[config.mk]
export PLATFORM = sky130hd
export DESIGN_NAME = fetch_unit_flat
export DESIGN_NICKNAME = d
export VERILOG_FILES = /design/src/rtl/fetch_unit_if.sv /design/src/rtl/fetch_unit.sv /design/src/flat_wrapper.sv
export SDC_FILE = /design/constraint.sdc
export NUM_CORES = 1
export LEC_CHECK = 0
export ABC_AREA = 1
export ABC_CLOCK_PERIOD_IN_PS = 3600
export BUFFER_PORTS_ARGS = -buffer_cell sky130_fd_sc_hd__buf_2
export CAP_MARGIN = 20
export CORE_MARGIN = 1.5
export CORE_UTILIZATION = 40
export DETAILED_ROUTE_END_ITERATION = 6
export MAX_ROUTING_LAYER = met4
export PLACE_DENSITY = 0.66
export REMOVE_ABC_BUFFERS = 1
export SYNTH_ARGS = -nofsm -noshare
export SYNTH_HDL_FRONTEND = slang
export SYNTH_SLANG_ARGS = --single-unit
[constraint.sdc]
create_clock -name clk -period 3.6 [get_ports clk]
set_input_delay 0.36 -clock clk [delete_from_list [all_inputs] [get_ports clk]]
set_output_delay 0.36 -clock clk [all_outputs]
set_load 0.02 [all_outputs]
[src/rtl/fetch_unit_if.sv]
// fetch_unit_if
//   Bundles the instruction-memory read port and the issue-side handshake of
//   the fetch unit.
//   Memory port : imem_read, imem_addr (fetch side out), imem_rdata, imem_resp (memory out)
//   Issue port  : instr, curr_pc, instr_is_new (fetch side out), stall, pcmux_sel, br_pc (issue out)
//   ROB flush   : flush, flush_pc (ROB out)
//   master : fetch unit side
//   slave  : environment side (memory, issue control, ROB)
interface fetch_unit_if;
    logic        imem_read;
    logic [15:0] imem_addr;
    logic [15:0] imem_rdata;
    logic        imem_resp;
    logic [15:0] instr;
    logic [15:0] curr_pc;
    logic        instr_is_new;
    logic        stall;
    logic        pcmux_sel;
    logic [15:0] br_pc;
    logic        flush;
    logic [15:0] flush_pc;

    modport master (
        output imem_read, imem_addr, instr, curr_pc, instr_is_new,
        input  imem_rdata, imem_resp, stall, pcmux_sel, br_pc, flush, flush_pc
    );

    modport slave (
        input  imem_read, imem_addr, instr, curr_pc, instr_is_new,
        output imem_rdata, imem_resp, stall, pcmux_sel, br_pc, flush, flush_pc
    );
endinterface

[src/rtl/fetch_unit.sv]
// fetch_unit
//   Front-end fetch stage. Issues one outstanding 16-bit read at a time to the
//   instruction memory, buffers responses in an in-order queue of
//   {instr, pc+2}, and presents the queue head to issue. Predicted-taken
//   redirects (on a consumed head) and ROB flushes clear the queue and restart
//   fetch; a read still in flight at that moment is drained and its data dropped.
//   Ports:
//     clk  : clock, rising edge
//     rst  : synchronous active-high reset
//     bus  : fetch_unit_if.master (memory read port, issue handshake, flush)
//   Parameters:
//     QUEUE_DEPTH : queue entries, power of 2, >= 2
//     PC_RESET    : fetch PC after reset
//   Build option:
//     FETCH_BYPASS_EN : when defined, a response arriving at an empty queue is
//                       presented to issue in the same cycle.
module fetch_unit #(
    parameter int unsigned QUEUE_DEPTH = 4,
    parameter logic [15:0] PC_RESET    = 16'h0000
) (
    input logic          clk,
    input logic          rst,
    fetch_unit_if.master bus
);
    localparam int unsigned     PtrW = $clog2(QUEUE_DEPTH);
    localparam int unsigned     CntW = $clog2(QUEUE_DEPTH) + 1;
    localparam logic [CntW-1:0] Full = CntW'(QUEUE_DEPTH);

    typedef enum logic [1:0] {StIdle, StFetch, StDiscard} state_e;

    state_e          state_q;
    logic [15:0]     fetch_pc_q;
    logic [15:0]     addr_q;
    logic            read_q;
    logic [15:0]     last_instr_q;
    logic [15:0]     last_pc_q;
    logic [15:0]     q_instr [QUEUE_DEPTH];
    logic [15:0]     q_pc    [QUEUE_DEPTH];
    logic [PtrW-1:0] head_q;
    logic [PtrW-1:0] tail_q;
    logic [CntW-1:0] count_q;

    logic            q_empty;
    logic            resp_fetch;
    logic            bypass;
    logic            head_valid;
    logic            consume;
    logic            kill;
    logic            push;
    logic            pop;
    logic [15:0]     kill_pc;
    logic [15:0]     instr_out;
    logic [15:0]     curr_pc_out;
    logic [CntW-1:0] count_next;

    always_comb begin
        q_empty    = (count_q == '0);
        resp_fetch = (state_q == StFetch) && bus.imem_resp;
`ifdef FETCH_BYPASS_EN
        bypass     = q_empty && resp_fetch;
`else
        bypass     = 1'b0;
`endif
        head_valid  = !q_empty || bypass;
        instr_out   = last_instr_q;
        curr_pc_out = last_pc_q;
        if (!q_empty) begin
            instr_out   = q_instr[head_q];
            curr_pc_out = q_pc[head_q];
        end else if (bypass) begin
            instr_out   = bus.imem_rdata;
            curr_pc_out = fetch_pc_q + 16'd2;
        end
        consume = head_valid && !bus.stall;
        // Flush wins over redirect, push and pop.
        kill    = bus.flush || (consume && bus.pcmux_sel);
        kill_pc = bus.flush ? bus.flush_pc : bus.br_pc;
        pop     = consume && !q_empty;
        // A bypassed response that issue takes immediately never enters the queue.
        push       = resp_fetch && !(bypass && consume);
        count_next = count_q + CntW'(push) - CntW'(pop);
    end

    always_ff @(posedge clk) begin
        if (rst) begin
            state_q      <= StIdle;
            fetch_pc_q   <= PC_RESET;
            addr_q       <= PC_RESET;
            read_q       <= 1'b0;
            last_instr_q <= '0;
            last_pc_q    <= '0;
            head_q       <= '0;
            tail_q       <= '0;
            count_q      <= '0;
        end else begin
            // Remember what issue last saw so an empty queue holds its outputs.
            if (head_valid) begin
                last_instr_q <= instr_out;
                last_pc_q    <= curr_pc_out;
            end
            if (push) begin
                q_instr[tail_q] <= bus.imem_rdata;
                q_pc[tail_q]    <= fetch_pc_q + 16'd2;
            end
            if (kill) begin
                head_q     <= '0;
                tail_q     <= '0;
                count_q    <= '0;
                fetch_pc_q <= kill_pc;
                if (read_q && !bus.imem_resp) begin
                    // Read still in flight: keep the old address until it completes.
                    state_q <= StDiscard;
                end else begin
                    state_q <= StFetch;
                    read_q  <= 1'b1;
                    addr_q  <= kill_pc;
                end
            end else begin
                if (push) tail_q <= tail_q + 1'b1;
                if (pop)  head_q <= head_q + 1'b1;
                count_q <= count_next;
                case (state_q)
                    StIdle: begin
                        if (count_next < Full) begin
                            state_q <= StFetch;
                            read_q  <= 1'b1;
                            addr_q  <= fetch_pc_q;
                        end
                    end
                    StFetch: begin
                        if (bus.imem_resp) begin
                            fetch_pc_q <= fetch_pc_q + 16'd2;
                            addr_q     <= fetch_pc_q + 16'd2;
                            if (count_next >= Full) begin
                                state_q <= StIdle;
                                read_q  <= 1'b0;
                            end
                        end
                    end
                    StDiscard: begin
                        if (bus.imem_resp) begin
                            state_q <= StFetch;
                            addr_q  <= fetch_pc_q;
                        end
                    end
                    default: begin
                        state_q <= StIdle;
                        read_q  <= 1'b0;
                    end
                endcase
            end
        end
    end

    assign bus.imem_read    = read_q;
    assign bus.imem_addr    = addr_q;
    assign bus.instr        = instr_out;
    assign bus.curr_pc      = curr_pc_out;
    assign bus.instr_is_new = head_valid;
endmodule

[src/flat_wrapper.sv]
// flat-port wrapper written by rule: the top's interface ports become plain ports
module fetch_unit_flat 
#(
    parameter int unsigned QUEUE_DEPTH = 4,
    parameter logic [15:0] PC_RESET    = 16'h0000
)
  (clk, rst, bus_imem_read, bus_imem_addr, bus_instr, bus_curr_pc, bus_instr_is_new, bus_imem_rdata, bus_imem_resp, bus_stall, bus_pcmux_sel, bus_br_pc, bus_flush, bus_flush_pc);
  fetch_unit_if bus_i ();
  input logic clk;
  input logic rst;
  output wire logic [$bits(bus_i.imem_read)-1:0] bus_imem_read;
  output wire logic [$bits(bus_i.imem_addr)-1:0] bus_imem_addr;
  output wire logic [$bits(bus_i.instr)-1:0] bus_instr;
  output wire logic [$bits(bus_i.curr_pc)-1:0] bus_curr_pc;
  output wire logic [$bits(bus_i.instr_is_new)-1:0] bus_instr_is_new;
  input wire logic [$bits(bus_i.imem_rdata)-1:0] bus_imem_rdata;
  input wire logic [$bits(bus_i.imem_resp)-1:0] bus_imem_resp;
  input wire logic [$bits(bus_i.stall)-1:0] bus_stall;
  input wire logic [$bits(bus_i.pcmux_sel)-1:0] bus_pcmux_sel;
  input wire logic [$bits(bus_i.br_pc)-1:0] bus_br_pc;
  input wire logic [$bits(bus_i.flush)-1:0] bus_flush;
  input wire logic [$bits(bus_i.flush_pc)-1:0] bus_flush_pc;
  assign bus_imem_read = bus_i.imem_read;
  assign bus_imem_addr = bus_i.imem_addr;
  assign bus_instr = bus_i.instr;
  assign bus_curr_pc = bus_i.curr_pc;
  assign bus_instr_is_new = bus_i.instr_is_new;
  assign bus_i.imem_rdata = bus_imem_rdata;
  assign bus_i.imem_resp = bus_imem_resp;
  assign bus_i.stall = bus_stall;
  assign bus_i.pcmux_sel = bus_pcmux_sel;
  assign bus_i.br_pc = bus_br_pc;
  assign bus_i.flush = bus_flush;
  assign bus_i.flush_pc = bus_flush_pc;
  fetch_unit #(.QUEUE_DEPTH(QUEUE_DEPTH), .PC_RESET(PC_RESET)) u_core (.clk(clk), .rst(rst), .bus(bus_i));
endmodule
==> results of run 1 <==
==> registers in the layout, indices dropped and copies added (netlist names), named ones only <==
name                  count
u_core.q_instr           64
u_core.q_pc              64
u_core.bus.imem_addr     16
u_core.fetch_pc_q        16
u_core.last_instr_q      16
u_core.last_pc_q         16
u_core.count_q            3
u_core.head_q             2
u_core.state_q            2
u_core.tail_q             2
u_core.bus.imem_read      1
==> routing by layer <==
layer / global-route usage [%] / wire length [um] / vias to the layer above
li1: - / - / 3420
met1: 23.0 / 8890 / 3084
met2: 28.1 / 9130 / 204
met3: 2.20 / 1070 / 27
met4: 4.25 / 315 / 0
met5: - / 0 / -
==> stage by stage <==
stage / power [W] / std cells / util [%] / hold slack (ps) / instance area (sq um)
global placement: 0.00349 / 1324 / 44.6 / 459 / 9690
detailed placement: 0.00351 / 1324 / 44.6 / 464 / 9690
finish: 0.00562 / 1362 / 47.8 / 73.6 / 10400
floorplan: 0.00321 / 926 / - / 429 / 8660
global route: 0.00587 / 1362 / 47.8 / 66.9 / 10400
CTS: 0.00566 / 1362 / 47.8 / 57.4 / 10400
==> worst reg2reg max path, cell delays in order (launching register included) <==
cell	delay, ps
dfxtp_1	420
nor2_2	70
nand2_4	50
inv_1	40
nor2_1	160
ha_1	260
inv_1	60
ha_1	130
inv_1	50
fa_1	370
nand3b_1	210
nand3_1	140
nand2_2	60
nand2_2	90
nand3_2	460
nor2_1	270
nor2_1	70
==> cell families after synthesis <==
logic type      share of synthesized area (%)
flops                                    60.5
compound gates                           9.62
fa+ha+maj                                1.64
mux                                     0.113
xor+xnor                                0.691
buf+inv                                  5.35
simple gates                             22.1
==> synth_stat cells (3+ instances only) <==
master    count  area share [%]
inv_1        67             2.8
dfxtp_1      76              17
o32ai_1      32             3.2
nand2_2       3            0.21
edfxtp_1    128              43
nand2_1     277              12
ha_1         10             1.4
o21ai_0      50             2.8
nand3_1      23             1.3
nand4_1       8            0.56
xor2_1        5            0.49
clkbuf_1     21            0.89
nor2_1      166             7.0
a21oi_1      51             2.9
buf_2        17            0.96
o211ai_1      3            0.25
a31oi_1       6            0.42
buf_1         6            0.25
==> worst paths after layout <==
kind                                                to  slack (ps)  depth (start not counted)
setup reg to reg  u_core.bus.imem_addr[7]$_SDFFE_PP0P_         580                         16
hold reg to reg    u_core.last_instr_q[6]$_SDFFE_PP0N_         470                          2
hold / removal          u_core.q_instr[2][8]$_DFFE_PP_          70                          1
setup / recovery  u_core.bus.imem_addr[7]$_SDFFE_PP0P_         580                         16
==> area by class of cell <==
cell class / instances / area, sq um / share of cell area [%]
sequential: 204 / 5370 / 51.7
multi-input combinational: 652 / 3060 / 29.4
timing repair buffer: 118 / 653 / 6.29
clock buffer: 25 / 571 / 5.49
tap: 280 / 350 / 3.37
inverter: 70 / 265 / 2.55
clock inverter: 13 / 124 / 1.19
==> power by group <==
| group | total, W | internal (W) | leakage [nW] | switching, W |
|---|---|---|---|---|
| registers | 0.00264 | 0.00259 | 1.79 | 0.0000499 |
| logic | 0.000812 | 0.000261 | 2.19 | 0.000551 |
| clock network | 0.00217 | 0.00128 | 0.349 | 0.000886 |
==> results.sh, run 1 <==
export IMPL_cts_root_buf="clkbuf_16"
export IMPL_worstSetupPathType="flip-flop to flip-flop"
export IMPL_synth_edf_count=128
export IMPL_drtAntennaViolNets=0
export IMPL_fillCellCount=2052
export IMPL_min_period_over_period_pct=84.0
export IMPL_fin_nets=1132
export IMPL_io_buffers=103
export IMPL_drc=0
export IMPL_first_iter_violations=510
export IMPL_pre_cts_ws_ps=549
export IMPL_hp_start="bus_imem_rdata[8]"
export IMPL_mostFrequentLayoutCells="nand2_1, nor2_1, edfxtp_1"
export IMPL_clock_path_buffers=3
export IMPL_startpoint="u_core.count_q[1]$_SDFF_PP0_"
export IMPL_slowest_stage="nand3_2"
export IMPL_fmax_ghz=0.331
export IMPL_setup_ws_ps=575
export IMPL_yosysWarnings=0
export IMPL_cts_made_buffers=21
export IMPL_netlist_instances=972
export IMPL_synth_seq_cells=204
export IMPL_drive_above_1_share_pct=15.9
export IMPL_h_tree_depth=1
export IMPL_yosysSeqAreaShare_pct=60.5
export IMPL_die_h_um=152
export IMPL_postCtsSetupBuffers=0
export IMPL_async_flop_share_pct=0
export IMPL_diodes=0
export IMPL_synth_area_per_cell_sq_um=9.12
export IMPL_start_util_pct=40.8
export IMPL_final_common_cell="nand2_1"
export IMPL_synth_distinct_cells=33
export IMPL_ir_drop_mv=0.297
export IMPL_critPathTopFamily="simple AND/OR/NAND/NOR gates"
export IMPL_area_growth_pct=17.2
export IMPL_end_kind="flip-flop"
export IMPL_grt_pass1_vias=6372
export IMPL_die_x_um=152
export IMPL_core_sq_um=21800
export IMPL_synthFlopType="edfxtp_1"
export IMPL_finalHoldViolCount=0
export IMPL_io_pins=104
export IMPL_critical_path_required_ps=3990
export IMPL_grt_overflow=0
export IMPL_cts_resized=0
export IMPL_drv_slew=0
export IMPL_crit_fanout=31
export IMPL_worstReg2RegStart="u_core.count_q[1]$_SDFF_PP0_"
export IMPL_wl_um=19400
export IMPL_clock_sinks=204
export IMPL_setup_viol=0
export IMPL_antenna_found_initial=0
export IMPL_num_rows=54
export IMPL_dp_hpwl_um=12100
export IMPL_finClkSkew_ps=7.51
export IMPL_period_minus_slack_ps=3020
export IMPL_hp_class="input port to flip-flop"
export IMPL_grt_max_degree=65
export IMPL_maxCapViolCount=0
export IMPL_cts_tree="done"
export IMPL_vias=6735
export IMPL_worst_slew_pin_slew_ps=710
export IMPL_hold_buffers=0
export IMPL_crit_buf_inv=3
export IMPL_synthesis_area_sq_um=8870
export IMPL_grt_pass1_wl_um=31800
export IMPL_max_stage_delay_ps=460
export IMPL_via_per_inst=4.94
export IMPL_status="finished, final reports clean"
export IMPL_critPathArrivalTime_ps=3410
export IMPL_die_area_sq_um=23100
export IMPL_path_cells="nor2_2, nand2_4, inv_1, nor2_1, ha_1, inv_1, ha_1, inv_1, fa_1, nand3b_1, nand3_1, nand2_2, nand2_2, nand3_2, nor2_1, nor2_1"
export IMPL_start_kind="flip-flop"
export IMPL_rsz0062_at_grt="no"
export IMPL_clk_latency_ps=500
export IMPL_powerDensity_nw_per_um2=541
export IMPL_gp_congestion=0.869
export IMPL_drt_first_pass_iters=5
export IMPL_clk_pin_slew_ps=60
export IMPL_p_leak_nw=4.33
export IMPL_fin_setup_tns_ps=0
export IMPL_slew_headroom_pct=52.5
export IMPL_grt_usage_pct=17.3
export IMPL_wire_per_inst_um=14.2
Note: power is estimated with default switching activity, not from simulation.
==> run 2: changes to the inputs <==
- ABC_CLOCK_PERIOD_IN_PS: 3600 -> 3150
- clock period: 3.6 -> 3.15 ns (I/O delays scaled with it)
==> results.sh, run 2 (synthesis results as in run 1) <==
export IMPL_status="finished, final reports clean"
export IMPL_start_kind="flip-flop"
export IMPL_num_rows=54
export IMPL_pre_cts_ws_ps=443
export IMPL_dp_cells=1327
export IMPL_grt_pass1_wl_um=32000
export IMPL_area_growth_pct=17.1
export IMPL_grt_usage_pct=17.3
export IMPL_final_area_sq_um=10400
export IMPL_drtAntennaViolNets=0
export IMPL_worstSetupPathType="flip-flop to flip-flop"
export IMPL_grt_max_degree=65
export IMPL_cts_root_buf="clkbuf_16"
export IMPL_die_h_um=152
export IMPL_antenna_found_initial=0
export IMPL_via_per_inst=4.92
export IMPL_clock_path_buffers=3
export IMPL_crit_buf_inv=4
export IMPL_final_common_cell="nand2_1"
export IMPL_p_leak_nw=4.32
export IMPL_h_tree_depth=1
export IMPL_hold_slack_ps=35.3
export IMPL_slew_headroom_pct=54.3
export IMPL_io_pins=104
export IMPL_dp_hpwl_um=12200
export IMPL_cts_tree="done"
export IMPL_wl_um=19300
export IMPL_finClkSkew_ps=7.84
export IMPL_min_period_over_period_pct=86.2
export IMPL_fin_nets=1136
export IMPL_drv_slew=0
export IMPL_grt_overflow=0
export IMPL_crit_fanout=31
export IMPL_vias=6730
export IMPL_cts_made_buffers=22
export IMPL_fin_setup_tns_ps=0
export IMPL_critPathArrivalTime_ps=3100
export IMPL_wire_per_inst_um=14.1
export IMPL_diodes=0
export IMPL_worst_slew_pin_slew_ps=686
export IMPL_dpl_instance_area_sq_um=9690
export IMPL_fmax_ghz=0.368
export IMPL_powerDensity_nw_per_um2=616
export IMPL_period_minus_slack_ps=2720
export IMPL_maxCapViolCount=0
export IMPL_fillCellCount=2062
export IMPL_drt_first_pass_iters=7
export IMPL_hp_class="input port to flip-flop"
export IMPL_slowest_stage="dfxtp_1"
export IMPL_finalHoldViolCount=0
export IMPL_mostFrequentLayoutCells="nand2_1, nor2_1, edfxtp_1"
export IMPL_top_regs="u_core.q_instr (64), u_core.q_pc (64)"
export IMPL_first_iter_violations=441
export IMPL_io_buffers=103
export IMPL_clk_pin_slew_ps=60
export IMPL_gp_congestion=0.861
export IMPL_clk_latency_ps=500
export IMPL_start_util_pct=40.8
export IMPL_max_stage_delay_ps=410
export IMPL_ir_drop_mv=0.320
export IMPL_hold_buffers=0
export IMPL_path_cells="nor2_2, nand2_4, inv_1, nor2_1, ha_1, inv_1, ha_1, inv_1, fa_1, nand3b_1, nand3_1, nand2_2, nand2_2, nand3_2, buf_4, nor2_1, nor2_1"
export IMPL_setup_ws_ps=434
export IMPL_critPathTopFamily="simple AND/OR/NAND/NOR gates"
export IMPL_end_kind="flip-flop"
export IMPL_clock_sinks=204
export IMPL_grt_pass1_vias=6339
export IMPL_cts_resized=0
export IMPL_core_sq_um=21800
export IMPL_critical_path_required_ps=3540
export IMPL_setup_viol=0
export IMPL_postCtsSetupBuffers=0
export IMPL_layout_cells_non_filler=1367
export IMPL_rsz0062_at_grt="no"
export IMPL_die_area_sq_um=23100
export IMPL_die_x_um=152
export IMPL_drc=0
export IMPL_drive_above_1_share_pct=15.8
run 2: cell types whose count changed in the layout (fill, tap and decap cells not counted), sizes merged:
cell,change
clkbuf,+5
buf,+3
clkinv,-3
clkinvlp,+2
bufinv,-1
inv,-1
run 2: routing by layer:
layer / GRT usage (%) / wire [um] / vias up / share of wire (%)
li1: - / - / 3431 / -
met1: 23.5 / 9060 / 3079 / 47
met2: 27.5 / 9000 / 187 / 47
met3: 2.51 / 914 / 33 / 4.7
met4: 3.88 / 349 / 0 / 1.8
met5: - / 0 / - / 0
run 2: final cells by class:
type	instances	area (sq um)	area share (%)
clock buffers	30	612	5.89
clock inverters	10	81.3	0.783
inverters	70	265	2.55
multi-input cells	652	3060	29.4
flip-flops and latches	204	5370	51.7
well taps	280	350	3.37
repair buffers	121	651	6.27
run 2: metrics by stage:
| step | total power, W | utilization, % |
|---|---|---|
| after detailed placement | 0.00401 | 44.5 |
| after global routing | 0.00669 | 47.7 |
| after CTS | 0.00646 | 47.7 |
| after global placement | 0.00400 | 44.5 |
| final | 0.00639 | 47.7 |
| after floorplan | 0.00367 | - |
run 2: worst register-to-register path: cells and delay by family, from the launching register on:
kind / cells / cell delay, ps
AND/OR/NAND/NOR: 10 / 1050
adder cells (fa/ha/maj): 3 / 770
flip-flops: 1 / 410
buffers and inverters: 4 / 390
run 2: where the power goes:
group / total (W) / switching (W) / leakage, nW / internal (W)
combinational: 0.000930 / 0.000630 / 2.20 / 0.000300
sequential: 0.00302 / 0.0000558 / 1.79 / 0.00296
clock: 0.00245 / 0.000999 / 0.335 / 0.00145
run 2: worst paths after layout:
check / slack [ps] / cells past startpoint / endpoint / from
worst max-delay path: 430 / 17 / u_core.bus.imem_addr[13]$_SDFFE_PP0P_ / u_core.count_q[1]$_SDFF_PP0_
worst min-delay path: 40 / 1 / u_core.q_instr[0][2]$_DFFE_PP_ / bus_imem_rdata[2]
worst max register to register: 430 / 17 / u_core.bus.imem_addr[13]$_SDFFE_PP0P_ / u_core.count_q[1]$_SDFF_PP0_
worst min register to register: 470 / 2 / u_core.last_instr_q[7]$_SDFFE_PP0N_ / u_core.last_instr_q[7]$_SDFFE_PP0N_
==> run 3: changes to the inputs <==
- ABC_AREA: 1 -> not set
==> results.sh, run 3 <==
export IMPL_rsz0062_at_grt="no"
export IMPL_status="finished, final reports clean"
export IMPL_yosysMostFrequentCell="edfxtp_1"
export IMPL_worstSetupPathType="flip-flop to flip-flop"
export IMPL_cts_made_buffers=22
export IMPL_die_area_sq_um=23100
export IMPL_clk_pin_slew_ps=60
export IMPL_synth_seq_cells=204
export IMPL_min_period_over_period_pct=92.7
export IMPL_top_regs="u_core.q_instr (64), u_core.q_pc (64)"
export IMPL_worst_slew_pin_slew_ps=596
export IMPL_dp_hpwl_um=12300
export IMPL_reg2reg_slack_ps=230
export IMPL_critPathTopFamily="compound AO/OA/AOI/OAI gates"
export IMPL_yosysSeqAreaShare_pct=60.5
export IMPL_fmax_ghz=0.343
export IMPL_io_buffers=103
export IMPL_synth_area_per_cell_sq_um=12.8
export IMPL_r2r_cells=11
export IMPL_antenna_found_initial=0
export IMPL_async_flop_share_pct=0
export IMPL_core_sq_um=21800
export IMPL_drt_first_pass_iters=5
export IMPL_synthesis_area_sq_um=8860
export IMPL_hp_class="input port to flip-flop"
export IMPL_first_iter_violations=418
export IMPL_die_h_um=152
export IMPL_maxCapViolCount=0
export IMPL_synth_area_leader_cell="edfxtp_1"
export IMPL_grt_usage_pct=16.6
export IMPL_wl_um=18900
export IMPL_ir_drop_mv=0.384
export IMPL_start_util_pct=40.7
export IMPL_period_minus_slack_ps=2920
export IMPL_p_leak_nw=3.97
export IMPL_drtAntennaViolNets=0
export IMPL_max_stage_delay_ps=460
export IMPL_synth_edf_count=128
export IMPL_synth_distinct_cells=54
export IMPL_area_growth_pct=17.7
export IMPL_setup_viol=0
export IMPL_diodes=0
export IMPL_crit_buf_inv=2
export IMPL_grt_pass1_vias=5560
export IMPL_whs_path_depth=1
export IMPL_netlist_instances=693
export IMPL_clock_path_buffers=3
export IMPL_path_cells="nor3_4, nor2_1, ha_1, inv_1, ha_1, inv_1, fa_1, xnor3_1, o41ai_1, o32a_1, a21bo_2"
export IMPL_layout_cells_non_filler=1093
export IMPL_num_rows=54
export IMPL_synth_top_area_share_pct=43.4
export IMPL_clock_sinks=204
export IMPL_cp_depth=11
export IMPL_critical_path_required_ps=3530
export IMPL_powerDensity_nw_per_um2=638
export IMPL_grt_max_degree=54
export IMPL_hold_slack_ps=20.1
export IMPL_crit_fanout=3
export IMPL_cts_root_buf="clkbuf_16"
export IMPL_slew_headroom_pct=59.8
export IMPL_io_pins=104
export IMPL_end_kind="flip-flop"
export IMPL_whs_endpoint="u_core.q_instr[0][14]$_DFFE_PP_"
export IMPL_die_x_um=152
export IMPL_fin_nets=863
export IMPL_clk_latency_ps=510
export IMPL_worstReg2RegStart="u_core.count_q[0]$_SDFF_PP0_"
export IMPL_grt_pass1_wl_um=30000
export IMPL_via_per_inst=5.21
export IMPL_slowest_stage="o41ai_1"
export IMPL_synthFlopType="edfxtp_1"
export IMPL_mostFrequentLayoutCells="edfxtp_1, nand2_1, buf_2"
export IMPL_grt_overflow=0
export IMPL_fin_util_pct=47.9
export IMPL_yosys_top_cells_count="edfxtp_1, nand2_1, dfxtp_1, and2_1"
export IMPL_hp_start="bus_imem_rdata[14]"
export IMPL_drive_above_1_share_pct=26.0
export IMPL_gp_congestion=0.845
export IMPL_start_kind="flip-flop"
export IMPL_finalHoldViolCount=0
export IMPL_r2r_end="u_core.state_q[0]$_SDFFE_PP0P_"
export IMPL_yosysWarnings=0
export IMPL_synth_area_leaders="edfxtp_1, dfxtp_1, mux4_2"
export IMPL_finClkSkew_ps=29.8
export IMPL_vias=5691
export IMPL_wire_per_inst_um=17.3
export IMPL_critPathArrivalTime_ps=3300
export IMPL_final_common_cell="edfxtp_1"
export IMPL_drv_slew=0
export IMPL_cts_tree="done"
export IMPL_h_tree_depth=1
export IMPL_fin_setup_tns_ps=0
export IMPL_drc=0
export IMPL_dp_cells=1053
run 3: cell count changes after synthesis, sizes merged, moves of 31 or more:
cell and delta:
a21oi -38, and2 +31, inv -53, mux4 +32
nand2 -156, nor2 -152, o21ai -40, o32ai -31
run 3: timing repair:
action                                 in CTS  in global routing
endpoints found under the hold margin       0                  4
buffers inserted                            0                  0
hold buffers                                0                  1
gates resized for setup                     0                  2
setup endpoints to repair                   0                 15
run 3: final cells by class:
type	instances	area, sq um
fillers	1944	11300
flip-flops and latches	204	5370
multi-input cells	423	3240
repair buffers	130	746
clock buffers	29	597
well taps	280	350
inverters	17	63.8
clock inverters	10	60.1
run 3: logic make-up (layout without fill, tap and decap cells):
family                   after synthesis  count (layout)  share of synthesized area [%]
AO/OA/AOI/OAI                         81              81                           7.09
XOR/XNOR                              31              31                           3.39
adder cells (fa/ha/maj)               11              11                           1.64
buffers and inverters                 66             186                           3.02
flip-flops                           204             204                           60.5
multiplexers                          59              59                           11.3
AND/OR/NAND/NOR                      241             241                           13.0
run 3: per-layer routing:
metal | vias to the layer above | part of all wire, % | global-route usage (%)
met5 | - | 0 | -
met4 | 0 | 1.9 | 4.02
met3 | 32 | 4.8 | 2.31
met2 | 174 | 47 | 26.5
met1 | 2703 | 47 | 22.5
li1 | 2782 | - | -
run 3: per-stage QoR:
stage	instance area [sq um]	total power [W]	worst slack, ps
finish	10400	0.00665	231
global route	10400	0.00695	95.6
CTS	10400	0.00673	16.4
detailed placement	9750	0.00438	10.8
global placement	9750	0.00436	113
floorplan	8660	0.00391	-1020
run 3: where the power goes:
group	internal, W	switching, W	total, W
combinational	0.000464	0.000747	0.00121
sequential	0.00301	0.000103	0.00311
clock	0.00133	0.000995	0.00233
run 3: worst max-delay path by stage:
stage,from,to,slack (ps)
2_1_floorplan,u_core.count_q[2]$_SDFF_PP0_,u_core.bus.imem_addr[11]$_SDFFE_PP0P_,-1020
3_3_place_gp,bus_stall,u_core.bus.imem_addr[5]$_SDFFE_PP0P_,110
3_5_place_dp,bus_stall,u_core.bus.imem_addr[14]$_SDFFE_PP0P_,10
4_1_cts,u_core.count_q[0]$_SDFF_PP0_,u_core.bus.imem_addr[14]$_SDFFE_PP0P_,20
5_1_grt,u_core.count_q[0]$_SDFF_PP0_,u_core.state_q[0]$_SDFFE_PP0P_,100
6_report,u_core.count_q[0]$_SDFF_PP0_,u_core.state_q[0]$_SDFFE_PP0P_,230
